===== src/rtl/traffic_pkg.sv =====
`default_nettype none
// ============================================================================
//  Module      : traffic_pkg
//  Description : Shared encodings and helpers for the traffic light monitor.
//  Revision    : 1.0  initial release
// ============================================================================
package traffic_pkg;

  typedef enum logic [2:0] {
    SYM_OFF     = 3'd0,
    SYM_RED     = 3'd1,
    SYM_RED_YEL = 3'd2,
    SYM_GREEN   = 3'd3,
    SYM_ILLEGAL = 3'd4
  } sym_t;

  typedef enum logic [0:0] {
    ST_UNLOCKED = 1'b0,
    ST_LOCKED   = 1'b1
  } lock_state_t;

  localparam logic [1:0] c_ph_off     = 2'b00;
  localparam logic [1:0] c_ph_red     = 2'b01;
  localparam logic [1:0] c_ph_red_yel = 2'b10;
  localparam logic [1:0] c_ph_green   = 2'b11;

  localparam int c_def_red_cycles = 30;
  localparam int c_def_yel_cycles = 3;
  localparam int c_def_grn_cycles = 30;
  localparam int c_def_tol        = 1;
  localparam int c_def_cnt_w      = 8;

  // Lines are ordered {red, yellow, green}.
  function automatic sym_t decode_lights(input logic [2:0] i_ryg);
    sym_t w_sym;
    case (i_ryg)
      3'b000:  w_sym = SYM_OFF;
      3'b100:  w_sym = SYM_RED;
      3'b110:  w_sym = SYM_RED_YEL;
      3'b001:  w_sym = SYM_GREEN;
      default: w_sym = SYM_ILLEGAL;
    endcase
    return w_sym;
  endfunction

  function automatic logic [1:0] phase_of(input sym_t i_sym);
    logic [1:0] w_ph;
    case (i_sym)
      SYM_RED:     w_ph = c_ph_red;
      SYM_RED_YEL: w_ph = c_ph_red_yel;
      SYM_GREEN:   w_ph = c_ph_green;
      default:     w_ph = c_ph_off;
    endcase
    return w_ph;
  endfunction

  function automatic logic is_legal_step(input sym_t i_from, input sym_t i_to);
    return ((i_from == SYM_OFF)     && (i_to == SYM_RED))     ||
           ((i_from == SYM_RED)     && (i_to == SYM_RED_YEL)) ||
           ((i_from == SYM_RED_YEL) && (i_to == SYM_GREEN))   ||
           ((i_from == SYM_GREEN)   && (i_to == SYM_RED));
  endfunction

endpackage
`default_nettype wire


===== src/rtl/traffic_light_monitor_phase_timer.sv =====
`default_nettype none
// ============================================================================
//  Module      : phase_timer
//  Description : Saturating phase-duration counter with window check and
//                one-shot stuck-light timeout.
//  Revision    : 1.0  initial release
// ============================================================================
module phase_timer
  import traffic_pkg::*;
#(
  parameter int RED_CYCLES = c_def_red_cycles,
  parameter int YEL_CYCLES = c_def_yel_cycles,
  parameter int GRN_CYCLES = c_def_grn_cycles,
  parameter int TOL        = c_def_tol,
  parameter int CNT_W      = c_def_cnt_w
) (
  input  logic             clk,
  input  logic             rst,
  input  logic             i_change,
  input  logic             i_locked,
  input  logic             i_legal,
  input  sym_t             i_sym,
  output logic [CNT_W-1:0] o_dur,
  output logic             o_err_time,
  output logic             o_time_viol
);

  localparam logic [CNT_W-1:0] c_dur_max = '1;
  localparam logic [CNT_W-1:0] c_one     = {{(CNT_W-1){1'b0}}, 1'b1};

  logic [CNT_W-1:0] r_dur;
  logic             r_fired;
  logic             r_err_time;

  logic [CNT_W-1:0] w_dur_next;
  logic [31:0]      w_exp;
  logic [31:0]      w_dur_ext;
  logic [31:0]      w_next_ext;
  logic             w_checked;
  logic             w_in_window;
  logic             w_bad_exit;
  logic             w_timeout;

  always_comb begin
    w_exp     = 32'd0;
    w_checked = 1'b0;
    case (i_sym)
      SYM_RED:     begin w_exp = 32'(RED_CYCLES); w_checked = 1'b1; end
      SYM_RED_YEL: begin w_exp = 32'(YEL_CYCLES); w_checked = 1'b1; end
      SYM_GREEN:   begin w_exp = 32'(GRN_CYCLES); w_checked = 1'b1; end
      default:     begin w_exp = 32'd0;           w_checked = 1'b0; end
    endcase
  end

  always_comb begin
    w_dur_next = r_dur;
    if (i_change) begin
      w_dur_next = c_one;
    end else if (r_dur != c_dur_max) begin
      w_dur_next = r_dur + c_one;
    end
  end

  assign w_dur_ext   = 32'(r_dur);
  assign w_next_ext  = 32'(w_dur_next);
  assign w_in_window = ((w_dur_ext + 32'(TOL)) >= w_exp) &&
                       (w_dur_ext <= (w_exp + 32'(TOL)));

  // Once the timeout has fired, the eventual exit from that phase is not re-flagged.
  assign w_bad_exit  = i_change && i_locked && i_legal && w_checked &&
                       !r_fired && !w_in_window;
  assign w_timeout   = !i_change && i_locked && w_checked && !r_fired &&
                       (w_next_ext == (w_exp + 32'(TOL) + 32'd1));
  assign o_time_viol = w_bad_exit || w_timeout;

  always_ff @(posedge clk) begin
    if (rst) begin
      r_dur      <= '0;
      r_fired    <= 1'b0;
      r_err_time <= 1'b0;
    end else begin
      r_dur      <= w_dur_next;
      r_err_time <= o_time_viol;
      if (i_change) begin
        r_fired <= 1'b0;
      end else if (w_timeout) begin
        r_fired <= 1'b1;
      end
    end
  end

  assign o_dur      = r_dur;
  assign o_err_time = r_err_time;

endmodule
`default_nettype wire


===== src/rtl/traffic_light_monitor.sv =====
`default_nettype none
// ============================================================================
//  Module      : traffic_light_monitor
//  Description : Passive checker of light sequence, phase timing and patterns.
//  Revision    : 1.0  initial release
// ============================================================================
module traffic_light_monitor
  import traffic_pkg::*;
#(
  parameter int RED_CYCLES = c_def_red_cycles,
  parameter int YEL_CYCLES = c_def_yel_cycles,
  parameter int GRN_CYCLES = c_def_grn_cycles,
  parameter int TOL        = c_def_tol,
  parameter int CNT_W      = c_def_cnt_w
) (
  input  logic             clk,
  input  logic             rst,
  input  logic             red,
  input  logic             yellow,
  input  logic             green,
  output logic [1:0]       phase,
  output logic             locked,
  output logic             err_time,
  output logic             err_seq,
  output logic             err_illegal,
  output logic [2:0]       err_flags,
  output logic [CNT_W-1:0] last_dur,
  output logic [15:0]      cycle_count
);

  sym_t             r_prev;
  lock_state_t      r_state;
  logic             r_err_seq;
  logic             r_err_illegal;
  logic [2:0]       r_flags;
  logic [CNT_W-1:0] r_last_dur;
  logic [15:0]      r_cycle_count;

  sym_t             w_cur;
  lock_state_t      w_state_next;
  logic             w_change;
  logic             w_legal;
  logic             w_locked;
  logic             w_seq_viol;
  logic             w_illegal_entry;
  logic             w_lock_entry;
  logic             w_cycle_done;
  logic             w_time_viol;
  logic [CNT_W-1:0] w_dur;

  assign w_cur    = decode_lights({red, yellow, green});
  assign w_change = (w_cur != r_prev);
  assign w_legal  = is_legal_step(r_prev, w_cur);
  assign w_locked = (r_state == ST_LOCKED);

  // Entering ILLEGAL is reported as err_illegal only, not also as a sequence error.
  assign w_seq_viol      = w_locked && w_change && !w_legal && (w_cur != SYM_ILLEGAL);
  assign w_illegal_entry = (w_cur == SYM_ILLEGAL) && (r_prev != SYM_ILLEGAL);
  assign w_lock_entry    = w_change && (w_cur == SYM_RED) &&
                           ((r_prev == SYM_OFF) || (r_prev == SYM_GREEN));
  assign w_cycle_done    = w_locked && w_change &&
                           (r_prev == SYM_GREEN) && (w_cur == SYM_RED);

  phase_timer #(
    .RED_CYCLES (RED_CYCLES),
    .YEL_CYCLES (YEL_CYCLES),
    .GRN_CYCLES (GRN_CYCLES),
    .TOL        (TOL),
    .CNT_W      (CNT_W)
  ) u_phase_timer (
    .clk         (clk),
    .rst         (rst),
    .i_change    (w_change),
    .i_locked    (w_locked),
    .i_legal     (w_legal),
    .i_sym       (r_prev),
    .o_dur       (w_dur),
    .o_err_time  (err_time),
    .o_time_viol (w_time_viol)
  );

  always_comb begin
    w_state_next = r_state;
    case (r_state)
      ST_UNLOCKED: begin
        if (w_lock_entry) begin
          w_state_next = ST_LOCKED;
        end
      end
      ST_LOCKED: begin
        if ((w_cur == SYM_ILLEGAL) || w_seq_viol) begin
          w_state_next = ST_UNLOCKED;
        end
      end
      default: w_state_next = ST_UNLOCKED;
    endcase
  end

  always_ff @(posedge clk) begin
    if (rst) begin
      r_state <= ST_UNLOCKED;
    end else begin
      r_state <= w_state_next;
    end
  end

  always_ff @(posedge clk) begin
    if (rst) begin
      r_prev        <= SYM_OFF;
      r_err_seq     <= 1'b0;
      r_err_illegal <= 1'b0;
      r_flags       <= 3'b000;
      r_last_dur    <= '0;
      r_cycle_count <= 16'd0;
    end else begin
      r_prev        <= w_cur;
      r_err_seq     <= w_seq_viol;
      r_err_illegal <= w_illegal_entry;
      r_flags       <= r_flags | {w_illegal_entry, w_seq_viol, w_time_viol};
      if (w_change) begin
        r_last_dur <= w_dur;
      end
      if (w_cycle_done) begin
        r_cycle_count <= r_cycle_count + 16'd1;
      end
    end
  end

  assign phase       = phase_of(r_prev);
  assign locked      = (r_state == ST_LOCKED);
  assign err_seq     = r_err_seq;
  assign err_illegal = r_err_illegal;
  assign err_flags   = r_flags;
  assign last_dur    = r_last_dur;
  assign cycle_count = r_cycle_count;

endmodule
`default_nettype wire

===== config.mk =====
export PLATFORM = sky130hd
export DESIGN_NAME = traffic_light_monitor
export DESIGN_NICKNAME = d
export VERILOG_FILES = /design/src/rtl/traffic_pkg.sv /design/src/rtl/traffic_light_monitor_phase_timer.sv /design/src/rtl/traffic_light_monitor.sv
export SDC_FILE = /design/constraint.sdc
export NUM_CORES = 1
export LEC_CHECK = 0
export CORE_ASPECT_RATIO = 1.25
export CORE_UTILIZATION = 55
export DETAILED_ROUTE_END_ITERATION = 12
export GPL_ROUTABILITY_DRIVEN = 0
export PLACE_DENSITY = 0.8
export SYNTH_ARGS = -nofsm -noshare
export SYNTH_HDL_FRONTEND = slang
export SYNTH_HIERARCHICAL = 1
export SYNTH_SLANG_ARGS = --single-unit

===== constraint.sdc =====
create_clock -name clk -period 6.6 [get_ports clk]
set_input_delay 1.98 -clock clk [delete_from_list [all_inputs] [get_ports clk]]
set_output_delay 1.98 -clock clk [all_outputs]
set_load 0.02 [all_outputs]

==> results of run 1 <==
## metrics by stage
stage / worst slack, ns / std cells / util / instance area, um2
floorplan: 2.42 / 312 / - / 2720
global placement: 1.43 / 395 / 0.651 / 3080
detailed placement: 1.34 / 395 / 0.651 / 3080
CTS: 1.62 / 403 / 0.669 / 3160
global route: 1.34 / 403 / 0.669 / 3160
finish: 1.61 / 403 / 0.669 / 3160
## cells in the mapped netlist, types with 3 or more instances
| cell type | count |
|---|---|
| a21o_1 | 5 |
| a21oi_1 | 19 |
| and3_1 | 3 |
| and4_1 | 6 |
| buf_2 | 5 |
| clkbuf_1 | 5 |
| dfxtp_1 | 43 |
| ha_1 | 18 |
| inv_1 | 16 |
| mux2i_1 | 9 |
| nand2_1 | 13 |
| nand2b_1 | 20 |
| nand3_1 | 10 |
| nand4_1 | 6 |
| nand4_4 | 3 |
| nor2_1 | 31 |
| nor2b_1 | 6 |
| nor3_1 | 5 |
| nor3b_1 | 5 |
| o211ai_1 | 3 |
| o21a_1 | 3 |
| o21ai_0 | 13 |
| or3_1 | 8 |
| xnor2_1 | 4 |
| xor2_1 | 8 |
## cell type report
| type | instances | share of cell area |
|---|---|---|
| flip-flops and latches | 43 | 0.272 |
| clock inverters | 2 | 0.00396 |
| clock buffers | 6 | 0.0229 |
| inverters | 16 | 0.0190 |
| multi-input cells | 238 | 0.539 |
| repair buffers | 38 | 0.119 |
| well taps | 60 | 0.0237 |
## report_power, final
group          switching, mW  internal, mW  total (mW)  leakage, nW
clock network         0.0930        0.0741       0.167       0.0412
logic                 0.0333        0.0275      0.0608        0.859
registers            0.00640         0.263       0.269        0.348
## worst max-delay path by stage
stage / start / to / cells past startpoint
after floorplan: red / err_flags[0] / 13
after global placement: green / err_flags[0] / 12
after detailed placement: green / err_flags[0] / 12
after CTS: green / err_flags[0] / 12
after global routing: green / err_flags[0] / 12
final: green / err_flags[0] / 12
## cell families after synthesis
| group | after synthesis |
|---|---|
| adder cells (fa/ha/maj) | 18 |
| buffers and inverters | 31 |
| multiplexers | 10 |
| AO/OA/AOI/OAI | 60 |
| XOR/XNOR | 12 |
| AND/OR/NAND/NOR | 138 |
| flip-flops | 43 |
## routing by layer
metal | vias up | global-route usage | wire length (um)
met4 | 0 | 0.0889 | 113
li1 | 1175 | - | -
met3 | 9 | 0.0398 | 194
met2 | 46 | 0.431 | 2990
met5 | - | 0 | 0
met1 | 1098 | 0.273 | 2540
## registers in the layout, indices dropped and copies added (netlist names)
register and count:
cycle_count 16, r_prev 3, u_phase_timer/o_dur 8, err_seq 1, err_illegal 1, u_phase_timer/r_fired 1, err_flags 3, u_phase_timer/o_err_time 1
locked 1, last_dur 8
## tightest hold or removal path: cells and delay by family, from the launching register on
family                 cells  cell delay, ns
flip-flops                 1            0.32
buffers and inverters      1            0.06
AO/OA/AOI/OAI              1            0.04
==> run summary, run 1 <==
The run finished with clean final reports. The die is 80.6 um tall. After synthesis, the largest family of logic cells by area is simple AND/OR/NAND/NOR gates.

IR analysis of the VDD net gives a maximum drop of 0.103 mV. The starting DRC count in detailed routing is 195. The worst path buffer plus inverter count came out at 2.

The core region is 4730 um2. The first detailed-routing pass ran for 4 iterations. The adder-cell share of the synthesized area came out at 0.0828.

The sum of routed wire length over all layers came out at 5.84 mm. The biggest fanout along the worst timing path came out at 15. The starting density of the core came out at 0.575. The worst hold endpoint is u_phase_timer/r_fired. The startpoint identified for the worst hold timing path is u_phase_timer/r_fired. Data arrives at the worst endpoint at 5.22 ns.

The xor/xnor share of the synthesized area came out at 0.0386. The depth of the most critical reg-to-reg path came out at 11. The startpoint identified for the worst register-to-register timing path is r_prev[2]. Clock-pin slew was measured on the worst setup and hold paths at 0.08 ns. The most instantiated flip-flop cell in the synthesis netlist is dfxtp_1. Of the total synthesized cell area, the portion taken by AND, OR, NAND and NOR gates is 0.324. TritonCTS built the clock tree. The worst setup slack for register-to-register paths came out at 3.38 ns. Of the synthesized area, sequential elements account for 0.316. The post-CTS setup repair buffer count is 0.

The final count of hold timing violations was 0. The number of maximum-capacitance violations came out at 0. Dividing the detail-routed wire length by the instance count gives 14.5 um. The synthesized flop and latch total is 43.

The overall routing resource usage came out at 0.238. The Yosys step of the flow raised 6 warnings. Walking the worst path, the cells encountered are clkdlybuf4s50_1 > and4bb_2 > o21ai_0 > o211a_1 > inv_1 > o211a_1 > nor2_1 > nor2_8 > or4b_4 > nand2_1 > nor2_1 > nor2_1.

The initial antenna violation count came out at 0. The die is 64.9 um wide. The number of buffers inserted by hold repair at cts came out at 0. The cell that appears most often on the critical path is nor2_1. The antenna cell count came out at 0. For this run the aggregate overflow at the end of global routing stands at 0. The max-slew violation count came out at 0. The number of ports placed on the die boundary came out at 38. The synthesized design spends more area on one cell type than any other, namely dfxtp_1.

For this run, the post-layout net count is 365. Among cell families on the critical path, the largest total delay comes from simple AND/OR/NAND/NOR gates. The power per cell area is 157 nW/um2. The number of port buffers is 37.

The synthesis-to-finish area growth came out at 16.2%. The synthesized-area fraction occupied by ao, oa, aoi and oai cells is 0.142. STA classifies the critical path endpoint as a register. The number of filler instances in the final layout is 399. The smallest clock period supported by the final layout is computed as 4.99 ns.

Dividing the detail-routed via count by the number of cells gives 5.78. The leakage power came out at 1.25 nW. In the layout the commonest cells are dfxtp_1, clkdlybuf4s50_1, nor2_1. Along the worst hold path, the cell count comes to 2.

STA classifies the critical path startpoint as an input port. After floorplanning, the core was divided into 28 placement rows. The sink count of the clock tree is 43. The final hold slack is 0.466 ns. In the final layout, flip-flops and latches occupy 861 um2. The first-pass GRT wire length is 9.78 mm. The required time reported for the critical path endpoint came out at 6.84 ns.

The final antenna-violating net count is 0. The netlist area before placement came out at 2720 um2. The total clock buffers created by CTS is 5. The die footprint is 5240 um2. The average instance in the mapped netlist occupies 8.72 um2. The relative slew slack came out at 0.589. The footprint of the multi-input gates came out at 1700 um2. The latest clock arrival within the worst-skew pair is 0.30 ns. The setup total negative slack is 0 ns. The maximum buffer depth of the clock tree came out at 2. The estimated wirelength of the detail-placed design came out at 4.14 mm. The fraction of layout cells with a size suffix above 1 is 0.0612.

The worst clock skew is 0.00384 ns. The stage delay of the slowest cell on the critical path came out at 0.70 ns. The maximum number of pins on one net before global-route repair came out at 47. The critical path class is in2reg. The fraction of registers with async set/reset is 0. The proportion of synthesized area in mux cells came out at 0.0386.

For this design, the slowest cell found on the critical path is clkdlybuf4s50_1. Ranked by total cell area, the synthesized netlist is headed by dfxtp_1, ha_1, nand2b_1. In the routed design, unresolved DRC markers number 0. The classification of the worst-slack hold path is reg2reg.

Counting every net in the synthesized netlist gives 335. In this run the clock root is driven by a clkbuf_8. The number of global-route vias before repair is 2189. The number of enable flip-flop cells after synthesis is 0. The maximum clock frequency came out at 201 MHz.

The final worst-path cycle share came out at 0.755. The worst register-to-register path ends at err_flags[0]. The level count of the clock H-tree is 2. The area fraction of the dominant cell type after synthesis came out at 0.316. The total setup violations reported at the end of the flow came out at 0. The leading cell type in the layout, fill and taps excluded is dfxtp_1. The cell count after synthesis came out at 312. The actual transition at the worst max-transition pin is 0.617 ns. The netlist uses 62 different library cells.

The number of gates resized after CTS was 0. The total via count after detailed routing came out at 2328. The completed layout was analyzed and its total power is 0.497 mW. Setup repair after global routing left no endpoint under its margin.
Power figures use the tool's default switching activity.
==> run 2: changes to the inputs <==
==> constraint.sdc (replaced) <==
create_clock -name clk -period 5.2 [get_ports clk]
set_input_delay 1.56 -clock clk [delete_from_list [all_inputs] [get_ports clk]]
set_output_delay 1.56 -clock clk [all_outputs]
set_load 0.02 [all_outputs]
==> run 2 against run 1 <==
Cell count grew 0.25%. Non-clock buffer count grew 1. Die area did not move. Global-route usage is 0.26 points lower. Clock power up 23%. Clock skew increased by 0.0011 ns. Sequential power up 27%. Clock-buffer cell count stayed put. Combinational power is 29% higher. Total power rose by 26%. Via count grew 2.8%. Largest cell class unchanged. Highest routed layer unchanged.
==> run summary, run 2 (synthesized netlist as in run 1, its figures left out) <==
The internal cell power came out at 0.463 mW. The initial antenna violation count is 0. The total number of nets in the final design came out at 366.

Of the total power, the share spent switching nets is 0.259. The die covers 5240 um2. In the global route stage, overall resource usage came out at 0.235. The number of buffers inserted by hold repair at cts came out at 0.

Setup repair after global routing left no endpoint under its margin. Dividing the detail-routed wire length by the instance count gives 14.4 um. The count of nets left with antenna violations once routing finished came out at 0.

The synthesis-to-finish area growth is 16.5%. The starting density of the core is 0.575. The final worst-path cycle share came out at 0.797. Pin placement for this block handled 38 I/O pins. The part of the total power dissipated in combinational logic is 0.126.

The critical path class is in2reg. The final count of hold timing violations is 0. The share of the core filled with cells came out at 0.670. The number of maximum-capacitance violations is 0. The type of element launching the critical path is an input port. The actual transition at the worst max-transition pin came out at 0.662 ns. The worst setup path is captured at a register. The max-slew violation count is 0. The sum of routed wire length over all layers is 5.82 mm. Power spread over the standard cell area amounts to 197 nW/um2. The estimated wirelength of the detail-placed design is 4.30 mm. The number of global-route vias before repair is 2230. The core region area came out at 4730 um2.

The net load switching power is 0.162 mW. The number of flip-flops under the largest register name came out at 16. The top cell types in the final layout, fill and taps aside, are dfxtp_1, clkdlybuf4s50_1, nor2_1. The leakage power is 1.25 nW.

The first detailed-routing pass ran for 4 iterations. The H-tree generated during clock tree synthesis spans 2 levels. The number of resized instances in the post-cts repair step came out at 0. The total clock buffers created by CTS came out at 5. Entering global routing, the biggest net connects 32 pins. Clock skew on the completed layout was measured at 0.00496 ns.

The maximum buffer depth of the clock tree came out at 2. In this run the core area contains 28 standard-cell rows. From bottom edge to top edge, the die measures 80.6 um. Setup violations remaining at the end of the flow were counted as 0. The clock tree from TritonCTS is yes. For this block, the initial DRC count from the detailed router was 113.

For this run, the top clock speed supported by timing is 241 MHz. The sink count of the clock tree is 43. The time the worst path needs with I/O delays and setup is 4.14 ns.

The CTS clock-pin slew for the worst setup and hold paths came out at 0.08 ns. The register share of total power is 0.547. Of all nets on the critical path, the largest fanout is 14. Of the total power, the clock network draws 0.328. The maximum vdd ir drop came out at 0.158 mV. The x dimension of the die is 64.9 um. The library cell used most frequently in the layout, excluding fill and tap cells, is dfxtp_1. Post-CTS timing repair inserted 0 buffers for setup. Adding up every negative setup slack in the final design gives 0 ns. Data arrives at the worst endpoint at 4.38 ns. The latest clock arrival within the worst-skew pair is 0.29 ns.

The tree is rooted in a clkbuf_8. The required time reported for the critical path endpoint is 5.43 ns. The number of port buffers came out at 37.

The repair_antennas step left the layout with diodes totalling 0. In the routed design, unresolved DRC markers number 0. The via-per-instance ratio is 5.92. The detailed router placed 2393 vias in this run. Setup slack on the worst reg-to-reg path comes out at 2.05 ns. The worst hold path belongs to the class reg2reg. The run finished with clean final reports. The relative slew slack is 0.557. The fraction of layout cells with a size suffix above 1 came out at 0.0640. The remaining global-route overflow came out at 0. The first-pass GRT wire length came out at 9.67 mm.
-- run 2: final cells by class --
class                   instances  area, um2
clock buffers                   6       72.6
flip-flops and latches         43        861
repair buffers                 39        385
multi-input cells             238       1700
clock inverters                 2       12.5
well taps                      60       75.1
inverters                      16       60.1
fillers                       396       1560
-- run 2: worst paths after layout --
check	startpoint	depth (start not counted)	end
setup / recovery	green	12	err_flags[0]
hold / removal	u_phase_timer/r_fired	2	u_phase_timer/r_fired
setup reg to reg	r_prev[0]	12	err_flags[0]
hold reg to reg	u_phase_timer/r_fired	2	u_phase_timer/r_fired
-- run 2: power by group through the flow --
stage                     Combinational (mW)  Clock, mW  Sequential, mW
final                                 0.0786      0.205           0.342
after global routing                  0.0863      0.226           0.343
after CTS                             0.0787      0.212           0.342
after detailed placement              0.0785          0           0.350
after global placement                0.0765          0           0.350
after floorplan                       0.0564          0           0.349
-- run 2: critical path: stages --
cell and delay, ns:
clkdlybuf4s50_1 0.60, and4bb_2 0.37, o21ai_0 0.13, o211a_1 0.30, nand4bb_1 0.20, o32ai_1 0.18, nor3_1 0.09, o21ba_1 0.19
or4b_4 0.55, nand2_1 0.09, nor2_1 0.04, nor2_1 0.07
-- run 2: metrics by stage --
| stage | total power, mW | setup slack, ns | std cells | hold slack (ns) | area (um2) |
|---|---|---|---|---|---|
| after global routing | 0.655 | 0.893 | 404 | 0.498 | 3170 |
| after global placement | 0.426 | 0.866 | 396 | 0.444 | 3090 |
| after floorplan | 0.405 | 1.44 | 312 | 0.433 | 2720 |
| final | 0.625 | 1.06 | 404 | 0.468 | 3170 |
| after detailed placement | 0.428 | 0.794 | 396 | 0.460 | 3090 |
| after CTS | 0.633 | 1.10 | 404 | 0.472 | 3170 |
-- run 2: metal layers --
| metal | global-route usage | wire, um | vias to the layer above |
|---|---|---|---|
| met2 | 0.440 | 2990 | 68 |
| met1 | 0.251 | 2410 | 1129 |
| met4 | 0.0933 | 141 | 0 |
| met5 | 0 | 0 | - |
| li1 | - | - | 1181 |
| met3 | 0.0497 | 286 | 15 |
